===== src/rtl/bf_iteration_scheduler.sv =====
// Pass-level sequencer for the Bellman-Ford block.
// Walks each pass through READ/WRITE phases, counts passes, and stops
// when a pass relaxes nothing or when MAX_ITER passes have run.
//
// state  | meaning
// -------+-----------------------------------------------------------
// IDLE   | waiting for start
// READ   | read/compare phase, read_enable held READ_CYCLES cycles
// WRITE  | one-cycle write-back phase, samples iteration_done
// CHECK  | end of pass: decide DONE (converged / limit) or next pass
// DONE   | finish high, results held until start drops
module bf_iteration_scheduler #(
  parameter int NUM_NODES   = 16,
  parameter int MAX_ITER    = NUM_NODES - 1,
  parameter int READ_CYCLES = 2,
  parameter int ITER_W      = 5
) (
  input  logic              clk,
  input  logic              rst_global,
  input  logic              start,
  input  logic              iteration_done,
  input  logic              update_seen,
  output logic              read_enable,
  output logic              write_enable,
  output logic              busy,
  output logic              finish,
  output logic              converged,
  output logic [ITER_W-1:0] iter_count
);

  localparam int PH_W = (READ_CYCLES > 1) ? $clog2(READ_CYCLES) : 1;
  localparam logic [PH_W-1:0]   PH_LOAD   = PH_W'(READ_CYCLES - 1);
  localparam logic [ITER_W-1:0] ITER_LAST = ITER_W'(MAX_ITER - 1);
  localparam logic [ITER_W-1:0] ITER_MAX  = ITER_W'(MAX_ITER);

  typedef enum logic [2:0] {
    S_IDLE,
    S_READ,
    S_WRITE,
    S_CHECK,
    S_DONE
  } state_t;

  state_t            state;
  state_t            state_nxt;
  logic [PH_W-1:0]   phase_cnt;
  logic              dirty;
  logic              pass_dirty;
  logic              ph_load;
  logic              run_start;
  logic              pass_next;
  logic              end_conv;
  logic              end_limit;

  // Next-state decode and the one-cycle strobes that update the counters.
  always_comb begin
    state_nxt  = state;
    ph_load    = 1'b0;
    run_start  = 1'b0;
    pass_next  = 1'b0;
    end_conv   = 1'b0;
    end_limit  = 1'b0;
    // A relaxation seen in the CHECK cycle still belongs to this pass.
    pass_dirty = dirty | update_seen;
    unique case (state)
      S_IDLE: begin
        if (start) begin
          state_nxt = S_READ;
          run_start = 1'b1;
          ph_load   = 1'b1;
        end
      end
      S_READ: begin
        if (phase_cnt == '0) begin
          state_nxt = S_WRITE;
        end
      end
      S_WRITE: begin
        if (iteration_done) begin
          state_nxt = S_CHECK;
        end else begin
          state_nxt = S_READ;
          ph_load   = 1'b1;
        end
      end
      S_CHECK: begin
        if (!pass_dirty) begin
          state_nxt = S_DONE;
          end_conv  = 1'b1;
        end else if (iter_count == ITER_LAST) begin
          state_nxt = S_DONE;
          end_limit = 1'b1;
        end else begin
          state_nxt = S_READ;
          pass_next = 1'b1;
          ph_load   = 1'b1;
        end
      end
      S_DONE: begin
        if (!start) begin
          state_nxt = S_IDLE;
        end
      end
      default: state_nxt = S_IDLE;
    endcase
  end

  // State register.
  always_ff @(posedge clk) begin
    if (rst_global) begin
      state <= S_IDLE;
    end else begin
      state <= state_nxt;
    end
  end

  // READ phase down-counter; WRITE is entered when it reaches zero.
  always_ff @(posedge clk) begin
    if (rst_global) begin
      phase_cnt <= '0;
    end else if (ph_load) begin
      phase_cnt <= PH_LOAD;
    end else if (state == S_READ && phase_cnt != '0) begin
      phase_cnt <= phase_cnt - 1'b1;
    end
  end

  // Per-pass relaxation flag, cleared at the start of each pass.
  always_ff @(posedge clk) begin
    if (rst_global) begin
      dirty <= 1'b0;
    end else if (run_start || pass_next) begin
      dirty <= 1'b0;
    end else if ((state == S_READ || state == S_WRITE) && update_seen) begin
      dirty <= 1'b1;
    end
  end

  // Pass count and exit reason; the count stops at MAX_ITER by construction.
  always_ff @(posedge clk) begin
    if (rst_global) begin
      iter_count <= '0;
      converged  <= 1'b0;
    end else if (run_start) begin
      iter_count <= '0;
      converged  <= 1'b0;
    end else if (end_conv) begin
      iter_count <= iter_count + 1'b1;
      converged  <= 1'b1;
    end else if (end_limit) begin
      iter_count <= ITER_MAX;
      converged  <= 1'b0;
    end else if (pass_next) begin
      iter_count <= iter_count + 1'b1;
    end
  end

  assign read_enable  = (state == S_READ);
  assign write_enable = (state == S_WRITE);
  assign busy         = (state == S_READ) || (state == S_WRITE) || (state == S_CHECK);
  assign finish       = (state == S_DONE);

endmodule


===== config.mk =====
export PLATFORM = sky130hd
export DESIGN_NAME = bf_iteration_scheduler
export DESIGN_NICKNAME = d
export VERILOG_FILES = /design/src/rtl/bf_iteration_scheduler.sv
export SDC_FILE = /design/constraint.sdc
export NUM_CORES = 1
export LEC_CHECK = 0
export BUFFER_PORTS_ARGS = -buffer_cell sky130_fd_sc_hd__clkbuf_2
export CORE_ASPECT_RATIO = 1.4
export CORE_MARGIN = 5
export CORE_UTILIZATION = 30
export DETAILED_ROUTE_END_ITERATION = 8
export GPL_TIMING_DRIVEN = 0
export PLACE_DENSITY_LB_ADDON = 0.3
export SYNTH_ARGS = -nofsm -noshare
export SYNTH_HDL_FRONTEND = slang
export SYNTH_SLANG_ARGS = --single-unit

===== constraint.sdc =====
create_clock -name clk -period 1.7 [get_ports clk]
set_clock_uncertainty 0.15 [all_clocks]
set_input_delay 0.085 -clock clk [delete_from_list [all_inputs] [get_ports clk]]
set_output_delay 0.085 -clock clk [all_outputs]
set_load 0.02 [all_outputs]

# Word level (Yosys, flattened, before mapping)
# Cells that the tools add are included.
# W data, S select, Z words.
# totals
out_inout_bits	10
inputBits	5
register_bits	11
# classes
n_mux	26
addsub	2
eq_ne	8
reduce_logical	12
bitwise	1
# op_table
op	count
$mux W1	15
$mux W3	5
$mux W5	3
$pmux W3 S5	1
$eq A3 B2 Y1 const B	2
$ne A2 B2 Y1 const B	3
$add A5 B1 Y5 const B	1
$eq A5 B4 Y1 const B	1
$reduce_bool A2 Y1	2
$reduce_or A2 Y1	2
$eq A3 B1 Y1 const B	1
$eq A3 B3 Y1 const B	1
$logic_not A3 Y1	1
$logic_or A1 B1 Y1	3
$pmux W1 S3	1
$reduce_and A3 Y1	1
$reduce_bool A3 Y1	1
$logic_and A1 B1 Y1	2
$mux W2	1
$or A1 B1 Y1	1
$sub A1 B1 Y1 const B	1

# Logic depth before layout (Yosys ltp)
# Gate-level depths: netlist (run 1).
# depth
ltp_word	7
mapped_depth	5

# Worst setup path before layout (run 1)
# OpenSTA, ideal clock, no wires.
# synth_timing
path_type	register -> register
from	register iter_count[0]
to	register iter_count[2]
setup_slack_ps	135
path_stages_with_launch	6
arrival_time_ps	1270
n_path_buf	0
setup_time_ps	144
path_cell_list	dfxtp_1 inv_1 ha_1 and4b_1 a21oi_1 a311oi_1
# synth_via
elab_chain_cells	6
# synth_lines
element	line	text
from (decl)	28	output logic [ITER_W-1:0] iter_count
from (signal assigned)	148	iter_count <= iter_count + 1'b1;
from (signal assigned)	154	iter_count <= iter_count + 1'b1;
branches (longest 6 deep; another with $add A5 B1 Y5)	--	
# Several ways; the timed one is not identified. The select of a mux whose other input is x is not followed.
# A chain may end at the register's enable or synchronous reset.

# Worst setup path after layout (run 1)
# layout_timing
from	register state[0]
to	output port read_enable
# layout_via
elab_chain_cells	1
# layout_lines
element	line	text
from (decl)	44	state_t state;
from (signal assigned)	113	state <= state_nxt;
$eq A3 B1 Y1	158	assign read_enable = (state == S_READ);
to (decl)	23	output logic read_enable,
# No other way between the ends.

==> results.cfg, run 1 <==
[status]
run_status = complete, no violations

[global_route]
grt-ovfl-total = 0
grt.busiest_layer = met2
gr-usage-met1_pct = 12.2
grt_pass1_wl_microns = 2710
grt_pass1_vias = 655
grt_usage_pct = 10.5
grt_use_met2_pct = 18.1
gr-usage-met3_pct = 3.49
grt_max_degree = 11
antenna_found_initial = 0

[critical_path]
reg2reg_from = iter_count[0]
r2r_slack_ns = 0.17
reg2regPathDepth = 5
critPathTopFamily = buffers and inverters
cp_slowest_cell = dfxtp_1
setup.worst_path.end_class = output port
crit_end = read_enable
critical_path_required_ns = 1.46
cp_slowest_stage_delay_ns = 0.35
r2r-end = iter_count[2]
path_cells = buf_2, inv_1, nor3_2, clkbuf_2
cp_max_fo = 10
crit_arrival_ns = 1.34
path_depth = 4
cp-startpoint = state[0]
crit_path_start_kind = register
crit_buf_inv = 3
crit_type = register to output port

[die]
start_util_pct = 31.5
std_cell_rows = 19
die_area_sq_um = 3130
die_x_microns = 48.7
coreArea_sq_um = 2000
pin_count = 15
fp.dieH_microns = 64.2

[layout]
seqCellArea_sq_um = 221
final_cells = 115
area_growth_pct = 23.7
fillCellCount = 219
nets = 102
fin_area_sq_um = 778
multi_input_area_sq_um = 367
diodes = 0
drive_above_1_share_pct = 25.5
postLayoutCoreUtil_pct = 39.0

[cts]
root_buffer = clkbuf_4
clk_pin_slew_ns = 0.07
cts_num_sinks = 11
insertion_delay_ns = 0.26
cts_max_level = 1
postCtsSetupRepairBufs = 0
cts_tree = built
cts_buffers = 3
clk_path_buf_depth = 2

[routing]
drtPass1Iterations = 3
vias = 624
wl_microns = 1450
antenna_left = 0
avgRoutedWirePerCell_microns = 12.6
viasPerCell = 5.43
drt_iter0_markers = 6
drc_errors = 0

[yosys]
syn_inst = 74
synth_edf_count = 0
syn_nets = 81
ys_types = 32
syn_area_sq_um = 629
ys_seq_elements = 11
yosysTopAreaCell = dfxtp_1
yosys_warnings = 0
synth_top_area_share_pct = 35.0
ys.flop_type = dfxtp_1
synth_area_leaders = dfxtp_1, a311oi_1, nor2_1
yosysSeqAreaShare_pct = 35.0
async_flop_share_pct = 0
avgSynthCellArea_sq_um = 8.50

[timing]
fin_crit_sh_pct = 92.4
hold_violations = 0
drv_slew = 0
min_period_ns = 1.57
maxSlewHeadroom_pct = 83.2
rsz0062_at_grt = no
worst_slew_pin_slew_ns = 0.252
tns_ns = 0
fmax_mhz = 637
fin_ws_ns = 0.129
setup_violations = 0

[flow_run]
cap_violations = 0

[power_and_ir_drop]
p_switching_mw = 0.253
peakVddDrop_v = 0.000402
leakage_nw = 0.310
swShare_pct = 34.8
p_int_mw = 0.474
power_frac_seq_pct = 41.4
clockPowerShare_pct = 24.2
powerDensity_nw_per_um2 = 935
pwr-share-comb_pct = 34.5

[min_path]
hp-class = input port to register

[placed_design]
place_ws_ns = 0.123
dp_cells = 109
routabilityCongestion = 0.755
placement.io_buffers = 14
dp_hpwl_microns = 1100
placed_area_sq_um = 726
## power groups by stage
stage	combinational [mW]	clock (mW)	sequential, mW
6_report	0.251	0.176	0.301
5_1_grt	0.281	0.203	0.306
3_3_place_gp	0.241	0	0.307
4_1_cts	0.248	0.187	0.300
2_1_floorplan	0.183	0	0.304
3_5_place_dp	0.242	0	0.307
## metrics by stage
step	hold WS, ns	total power, mW
final	0.0180	0.727
after global routing	0.0419	0.790
after CTS	0.00826	0.736
after detailed placement	0.182	0.549
after global placement	0.185	0.548
after floorplan	0.00714	0.487
## cell type report
cell class                 instances  area share, %
sequential                        11           28.5
multi-input combinational         55           47.1
timing repair buffer              16           11.6
buffer                             4           4.18
inverter                           4           1.93
clock buffer                       4           3.38
tap                               21           3.38
## flip-flops by register name, indices dropped and copies added, names as in the netlist
name	flops
iter_count	5
state	3
converged	1
dirty	1
phase_cnt	1
## cell usage in the layout (no fill, tap or decap)
cell           count
a2111o_1           1
a211oi_1           2
a21o_1             1
a21oi_1            4
a221oi_1           1
a311oi_1           4
a31oi_1            2
a32oi_1            1
a41oi_1            1
and2_1             1
and3b_1            1
and4_1             1
and4b_1            1
buf_2              2
buf_6              2
clkbuf_1           1
clkbuf_2          14
clkbuf_4           3
dfxtp_1           10
dfxtp_2            1
dlygate4sd3_1      2
ha_1               2
inv_1              4
nand2_1            3
nand3_1            2
nand3b_1           1
nand4b_1           1
nor2_1             7
nor2b_1            3
nor3_1             3
nor3_2             1
nor3b_1            2
nor4_1             1
o21ai_0            4
o21ai_1            1
or2_4              1
xnor2_1            1
xor2_1             1
## worst min-delay path by stage
| stage | start | end | cells after the start |
|---|---|---|---|
| 2_1_floorplan | rst_global | phase_cnt | 1 |
| 3_5_place_dp | rst_global | phase_cnt | 2 |
| 6_report | iteration_done | state[1] | 3 |
| 4_1_cts | iteration_done | state[1] | 3 |
| 5_1_grt | start | state[0] | 3 |
| 3_3_place_gp | rst_global | phase_cnt | 2 |
## cells by family (layout without fill, tap and decap cells)
| logic type | count (synthesis) | in the layout | share of synthesized area, % |
|---|---|---|---|
| AOI/OAI and AO/OA | 22 | 22 | 24.3 |
| xor gates and xnor gates | 2 | 2 | 2.78 |
| adders and majority gates | 2 | 2 | 3.98 |
| buffers and inverters | 8 | 28 | 7.55 |
| DFF | 11 | 11 | 35.0 |
| and+or+nand+nor | 29 | 29 | 26.4 |
## worst min-delay path: stages
cell and delay [ns]:
clkbuf_2 0.09, a31oi_1 0.16, nor3_1 0.06
## metal layers
metal / vias to the layer above / part of all wire [%]
met2: 13 / 45
met4: 0 / 0.62
met1: 293 / 48
met3: 2 / 5.7
li1: 316 / -
met5: - / 0
## cells in the mapped netlist (2+ instances only)
library cell and n:
o21ai_0 4, buf_6 2, buf_2 2, a31oi_1 2
nor3_1 4, a21oi_1 4, ha_1 2, nor2b_1 3
nor3b_1 2, nand2_1 3, nand3_1 2, a311oi_1 4
nor2_1 7, inv_1 4, a211oi_1 2, dfxtp_1 11
## timing repair
| item | CTS | global route |
|---|---|---|
| hold buffers | 2 | 0 |
| hold endpoints to repair | 5 | 0 |
| setup endpoints to repair | 0 | 2 |
| resized for setup | 0 | 2 |
Note: power is estimated with default switching activity, not from simulation.
==> inputs of run 2 (changes only) <==
==> constraint.sdc (replaced) <==
create_clock -name clk -period 1.7 [get_ports clk]
set_clock_uncertainty 0.15 [all_clocks]
set_input_delay 0.34 -clock clk [delete_from_list [all_inputs] [get_ports clk]]
set_output_delay 0.34 -clock clk [all_outputs]
set_load 0.02 [all_outputs]
==> results.cfg, run 2 (synthesis results as in run 1) <==
[status]
run_status = complete, no violations

[layout]
fin_area_sq_um = 800
area_growth_pct = 27.0
layout_common_cells = clkbuf_2, dfxtp_1, nor2_1
drive_above_1_share_pct = 32.3
largest_reg_flops = 5
regMostFlops = iter_count
fillCellCount = 213
multi_input_area_sq_um = 380
seqCellArea_sq_um = 224
diodes = 0
final_common_cell = clkbuf_2
nets = 101
reg_top3 = iter_count x5, state x3

[routing]
drt_iter0_markers = 5
drc_errors = 0
wl_microns = 1450
viasPerCell = 5.49
vias = 626
avgRoutedWirePerCell_microns = 12.7
drtPass1Iterations = 3
antenna_left = 0

[critical_path]
critPathTopFamily = buffers and inverters
path_cells = buf_6, inv_2, nor3_4, buf_4
crit_buf_inv = 3
cp_max_fo = 10
reg2reg_from = iter_count[0]
crit_type = register to output port
cp_slowest_stage_delay_ns = 0.34
setup.worst_path.end_class = output port
critical_path_required_ns = 1.21
crit_arrival_ns = 1.15
cp-startpoint = state[0]
crit_path_start_kind = register
cp_slowest_cell = dfxtp_2

[timing]
fmax_mhz = 611
worst_slew_pin_slew_ns = 0.252
min_period_ns = 1.64
fin_crit_sh_pct = 96.2
hold_violations = 0
rsz0062_at_grt = yes
whs_ns = 0.160
setup_violations = 0
drv_slew = 0
maxSlewHeadroom_pct = 83.2
tns_ns = 0
fin_ws_ns = 0.0645

[power_and_ir_drop]
powerDensity_nw_per_um2 = 958
p_total_mw = 0.766
leakage_nw = 0.314
peakVddDrop_v = 0.000407

[cts]
cts_tree = built
insertion_delay_ns = 0.26
hold_buffers = 0
clk_path_buf_depth = 2
cts_max_level = 1
cts_num_sinks = 11
cts_buffers = 3
root_buffer = clkbuf_4
clk_pin_slew_ns = 0.07

[die]
std_cell_rows = 19
die_x_microns = 48.7
fp.dieH_microns = 64.2
coreArea_sq_um = 2000
pin_count = 15
die_area_sq_um = 3130
start_util_pct = 31.5

[global_route]
grt_pass1_vias = 643
grt_usage_pct = 10.3
antenna_found_initial = 0
grt-ovfl-total = 0
grt_max_degree = 11
grt_pass1_wl_microns = 2640

[placed_design]
placement.io_buffers = 14
routabilityCongestion = 0.755
placed_area_sq_um = 726
dp_hpwl_microns = 1100
place_ws_ns = 0.121

[flow_run]
cap_violations = 0

[min_path]
hp-class = input port to register
min_from = rst_global
[run 2: cell types whose count changed in the layout (fill, tap and decap cells not counted), sizes merged]
cell / delta
buf: +5
clkbuf: -4
dlygate4sd3: -2
[run 2: area by class of cell]
| class | instances | area share (%) |
|---|---|---|
| Buffer | 4 | 5.63 |
| Clock buffer | 4 | 3.29 |
| Inverter | 4 | 1.88 |
| Multi-Input combinational cell | 55 | 47.6 |
| Sequential cell | 11 | 28.0 |
| Tap cell | 21 | 3.29 |
| Timing Repair Buffer | 15 | 10.3 |
[run 2: repair_timing]
action                     in CTS  in global routing
gates resized for setup         6                 12
setup buffers                   0                  1
setup endpoints to repair       3                  5
pin swaps                       1                  1
[run 2: where the power goes]
| part | internal, mW | switching [mW] | leakage (nW) |
|---|---|---|---|
| clock | 0.0906 | 0.0861 | 0.0150 |
| combinational | 0.127 | 0.159 | 0.209 |
| sequential | 0.283 | 0.0200 | 0.0907 |
[run 2: path summary, 6_finish.rpt]
path	endpoint	slack, ns	cells after the start
max	read_enable	0.06	4
min	phase_cnt	0.16	2
max reg2reg	iter_count[2]	0.17	5
min reg2reg	converged	0.35	2
[run 2: worst reg2reg max path, cell delays in order, from the launching register on]
cell and delay [ns]:
dfxtp_2 0.39, inv_1 0.06, ha_1 0.22, and4b_1 0.21, a21oi_1 0.24, a311oi_1 0.13
[run 2: per-layer routing]
metal  wire [microns]  global-route usage, %
met5                0                      0
met4                9                   3.03
met3               85                   3.49
met2              663                   17.6
met1              692                   11.9
[run 2: per-stage QoR]
step / std cells / util (%)
after floorplan: 74 / -
after global placement: 109 / 36.3
after detailed placement: 109 / 36.3
after CTS: 113 / 38.5
after global routing: 114 / 40.0
final: 114 / 40.0
